File: src/rtl/multi_flex_counter.sv
`default_nettype none
// ============================================================================
// multi_flex_counter: NUM_CHANNELS up/down counters with per-channel range,
// wrap/saturate, rollover flag and wrap pulse. Cascade: MULTI_FLEX_COUNTER_CASCADE_EN
// Revision: 1.0
// ============================================================================
module multi_flex_counter #(
  parameter int NUM_CHANNELS = 4,
  parameter int NUM_CNT_BITS = 4,
  parameter int RESET_TO     = 0,
  parameter int CLEAR_TO     = 0,
  parameter int WRAP_TO      = 1
) (
  input  logic                                 clk,
  input  logic                                 rst,
  input  logic [NUM_CHANNELS-1:0]              clear,
  input  logic [NUM_CHANNELS-1:0]              load,
  input  logic [NUM_CHANNELS*NUM_CNT_BITS-1:0] load_val,
  input  logic [NUM_CHANNELS-1:0]              count_enable,
  input  logic [NUM_CHANNELS-1:0]              count_down,
  input  logic [NUM_CHANNELS-1:0]              saturate,
  input  logic [NUM_CHANNELS*NUM_CNT_BITS-1:0] rollover_val,
  output logic [NUM_CHANNELS*NUM_CNT_BITS-1:0] count_out,
  output logic [NUM_CHANNELS-1:0]              rollover_flag,
  output logic [NUM_CHANNELS-1:0]              wrap_pulse
);

  localparam logic [NUM_CNT_BITS-1:0] C_RESET_TO = NUM_CNT_BITS'(RESET_TO);
  localparam logic [NUM_CNT_BITS-1:0] C_CLEAR_TO = NUM_CNT_BITS'(CLEAR_TO);
  localparam logic [NUM_CNT_BITS-1:0] C_WRAP_TO  = NUM_CNT_BITS'(WRAP_TO);
  localparam logic [NUM_CNT_BITS-1:0] C_ONE      = NUM_CNT_BITS'(1);

  logic [NUM_CHANNELS*NUM_CNT_BITS-1:0] count_q, count_d;
  logic [NUM_CHANNELS-1:0]              flag_q, flag_d;
  logic [NUM_CHANNELS-1:0]              wrap_q, wrap_d;

  logic [NUM_CNT_BITS-1:0] w_cur;
  logic [NUM_CNT_BITS-1:0] w_rv;
  logic [NUM_CNT_BITS-1:0] w_nxt;
  logic                    w_en;
  logic                    w_at_bound;
  logic                    w_wrap_evt;
`ifdef MULTI_FLEX_COUNTER_CASCADE_EN
  logic                    w_carry;
`endif

  always_comb begin
    count_d    = count_q;
    flag_d     = '0;
    wrap_d     = '0;
    w_cur      = '0;
    w_rv       = '0;
    w_nxt      = '0;
    w_en       = 1'b0;
    w_at_bound = 1'b0;
    w_wrap_evt = 1'b0;
`ifdef MULTI_FLEX_COUNTER_CASCADE_EN
    w_carry    = 1'b1;
`endif
    for (int i = 0; i < NUM_CHANNELS; i++) begin
      w_cur      = count_q[i*NUM_CNT_BITS +: NUM_CNT_BITS];
      w_rv       = rollover_val[i*NUM_CNT_BITS +: NUM_CNT_BITS];
      w_nxt      = w_cur;
      w_wrap_evt = 1'b0;
`ifdef MULTI_FLEX_COUNTER_CASCADE_EN
      // Channel i steps only when the lower digit wraps in this same cycle.
      w_en       = count_enable[i] & w_carry;
`else
      w_en       = count_enable[i];
`endif
      // A degenerate range (bound below WRAP_TO) is treated as always at the boundary.
      w_at_bound = (w_rv < C_WRAP_TO) ||
                   (count_down[i] ? (w_cur <= C_WRAP_TO) : (w_cur >= w_rv));
      if (clear[i]) begin
        w_nxt = C_CLEAR_TO;
      end else if (load[i]) begin
        w_nxt = load_val[i*NUM_CNT_BITS +: NUM_CNT_BITS];
      end else if (w_en) begin
        if (w_at_bound) begin
          if (!saturate[i]) begin
            w_nxt      = count_down[i] ? w_rv : C_WRAP_TO;
            w_wrap_evt = 1'b1;
          end
        end else begin
          w_nxt = count_down[i] ? (w_cur - C_ONE) : (w_cur + C_ONE);
        end
      end
`ifdef MULTI_FLEX_COUNTER_CASCADE_EN
      w_carry = w_wrap_evt;
`endif
      count_d[i*NUM_CNT_BITS +: NUM_CNT_BITS] = w_nxt;
      flag_d[i] = (w_nxt == w_rv);
      wrap_d[i] = w_wrap_evt;
    end
  end

  always_ff @(posedge clk or posedge rst) begin
    if (rst) begin
      count_q <= {NUM_CHANNELS{C_RESET_TO}};
      flag_q  <= '0;
      wrap_q  <= '0;
    end else begin
      count_q <= count_d;
      flag_q  <= flag_d;
      wrap_q  <= wrap_d;
    end
  end

  assign count_out     = count_q;
  assign rollover_flag = flag_q;
  assign wrap_pulse    = wrap_q;

endmodule
`default_nettype wire

File: config.mk
export PLATFORM = sky130hd
export DESIGN_NAME = multi_flex_counter
export DESIGN_NICKNAME = d
export VERILOG_FILES = /design/src/rtl/multi_flex_counter.sv
export SDC_FILE = /design/constraint.sdc
export NUM_CORES = 1
export LEC_CHECK = 0
export BUFFER_PORTS_ARGS = -buffer_cell sky130_fd_sc_hd__buf_2
export CAP_MARGIN = 25
export CORE_MARGIN = 2
export CORE_UTILIZATION = 30
export DETAILED_ROUTE_END_ITERATION = 6
export PLACE_DENSITY = 0.51
export SYNTH_ARGS = -nofsm -noshare
export SYNTH_HDL_FRONTEND = slang
export SYNTH_SLANG_ARGS = --single-unit
File: constraint.sdc
create_clock -name clk -period 5.1 [get_ports clk]
set_input_delay 1.02 -clock clk [delete_from_list [all_inputs] [get_ports clk]]
set_output_delay 1.02 -clock clk [all_outputs]
set_load 0.1 [all_outputs]
==> flow_metrics.tcl <==
set metrics [dict create \
    status "finished, final reports clean" \
    tritoncts "yes" \
    finalCritPeriodShare 0.648 \
    placedCellCount 641 \
    yosysTopAreaCellShare 0.183 \
    hold_buffers 0 \
    worst_pin_slew_ns 0.585 \
    r2r_cells 10 \
    die_area_um2 11800 \
    yosysWarnings 0 \
    syn_area_um2 3280 \
    ys_types 67 \
    finalNetCount 589 \
    rsz0062_at_grt "false" \
    relSlewSlack 0.609 \
    synthTopCellsByCount "nor2_1, inv_1, nand2_1" \
    antenna_found_initial 0 \
    fmax_ghz 0.303 \
    critPathMaxFanout 9 \
    critical_path_class "in2reg" \
    htreeDepth 1 \
    hpwl_mm 7.51 \
    clk_pin_slew_ns 0.09 \
    end_kind "flip-flop" \
    insertion_delay_ns 0.27 \
    place.port_buffers 77 \
    critPathArrivalTime_ns 3.45 \
    multi_input_area_um2 2430 \
    finalPower_mw 0.795 \
    critPathRequiredTime_ns 5.25 \
    place_congestion 0.863 \
    cts_buffers 3 \
    area_growth_syn_to_layout_pct 16.6 \
    grt_remaining_overflow 0 \
    start_util 0.305 \
    layout.cells.non_filler 646 \
    cts_setup_buffers 0 \
    max-clock-path-buffers 2 \
    grt_start_max_net_pins 25 \
    synth-edff-count 0 \
    period_needed_ns 3.30 \
    vias_per_cell 5.51 \
    drtIter0Drc 157 \
    ant_nets 0 \
    ys_seq_area_frac 0.183 \
    drt-total-wl_mm 9.85 \
    tns_ns 0 \
    fin_util 0.356 \
    slew_viol_final 0 \
    grt_pass1_wl_mm 16.3 \
    power_density_nw_per_um2 208 \
    grt_util_all_layers 0.167 \
    register_area_um2 601 \
    hold_class "reg2reg" \
    drc_errors 0 \
    root_buffer "clkbuf_8" \
    cts_resized 0 \
    yosys-top-cells-area "dfrtp_1, ha_1, nor2_1" \
    std_cell_rows 38 \
    core_area_um2 10700 \
    ir_worst_vdd_mv 0.0889 \
    grt_pass1_vias 3300 \
    drive_above_1_share 0.184 \
    fillers 1207 \
    p_leak_nw 1.83 \
    syn_nets 526 \
    setup_violations 0 \
    pin_count 78 \
    cap_violations 0 \
    routedWlPerCell_um 15.2 \
    vias 3558 \
    clock_skew_ns 0.00279 \
    synth_flop_cell "dfrtp_1" \
    die_width_um 109 \
    drt_pass1_iterations 4 \
    hold_viol_final 0 \
    synth_seq_cells 24 \
    clock_sinks 24 \
    holdPathStages 2 \
    synth_top_area_cell "dfrtp_1" \
    yosysMostFrequentCell "nor2_1" \
    synth.avg_cell_area_um2 7.39 \
    start_kind "primary input" \
    die_h_um 109 \
    synthArstFlopShare 1.00 \
    diodes 0 \
    syn_inst 444 \
]
## critical path: stages
cell	delay [ns]
buf_2	0.14
inv_1	0.10
ha_1	0.31
a21o_1	0.18
a221oi_1	0.42
o21a_1	0.37
a211oi_1	0.14
nor4b_1	0.17
a2111oi_2	0.20
nand2_1	0.08
a2111oi_1	0.32
## cells by family after synthesis
group,share of synthesized area
AND/OR/NAND/NOR,0.262
flip-flops,0.183
XOR/XNOR,0.0160
AO/OA/AOI/OAI,0.304
multiplexers,0.0530
adder cells (fa/ha/maj),0.107
buffers and inverters,0.0748
## registers in the layout, summed over array words and instances, names as in the netlist
signal	cells
count_out	16
wrap_pulse	4
rollover_flag	4
## power by group
part / leakage [nW] / internal, mW / switching (mW)
sequential: 0.317 / 0.203 / 0.0292
clock: 0.0288 / 0.0689 / 0.0636
combinational: 1.49 / 0.142 / 0.289
## layout by cell type, fill, tap and decap left out, drive strengths merged, types with 5 or more instances in the layout
| cell | n |
|---|---|
| a21oi | 29 |
| nor2 | 50 |
| o31ai | 6 |
| inv | 42 |
| a211oi | 10 |
| nand2b | 13 |
| o21ai | 17 |
| o22ai | 5 |
| dfrtp | 24 |
| nor2b | 11 |
| a22oi | 6 |
| ha | 28 |
| nand2 | 31 |
| a221oi | 5 |
| nor3 | 26 |
| or3 | 5 |
| buf | 78 |
| mux2i | 14 |
| a21o | 14 |
## through the flow
step,cell area (um2),hold slack [ns],worst slack [ns]
finish,3820,0.782,1.80
global route,3820,0.840,1.54
detailed placement,3750,0.766,1.50
CTS,3810,0.784,1.77
global placement,3750,0.772,1.57
floorplan,3280,1.03,1.80
## cell type report
type	count	area share
Clock buffer	4	0.0144
Inverter	42	0.0412
Multi-Input combinational cell	358	0.637
Sequential cell	24	0.157
Tap cell	140	0.0458
Timing Repair Buffer	78	0.105
## metal layers
metal,track usage,part of all wire
met1,0.240,0.49
met2,0.281,0.46
met3,0.0175,0.048
met4,0.0101,0.0012
met5,0,0
## final timing paths
check	to	slack [ns]	from
max in group asynchronous	count_out[6]	3.83	rst
worst min-delay path	count_out[14]	0.78	count_out[14]
min in group asynchronous	count_out[10]	0.79	rst
worst max-delay path	rollover_flag[3]	1.80	rollover_val[14]
worst max register to register	rollover_flag[1]	2.14	count_out[4]
worst min register to register	count_out[14]	0.78	count_out[14]
Note: power is estimated with default switching activity, not from simulation.
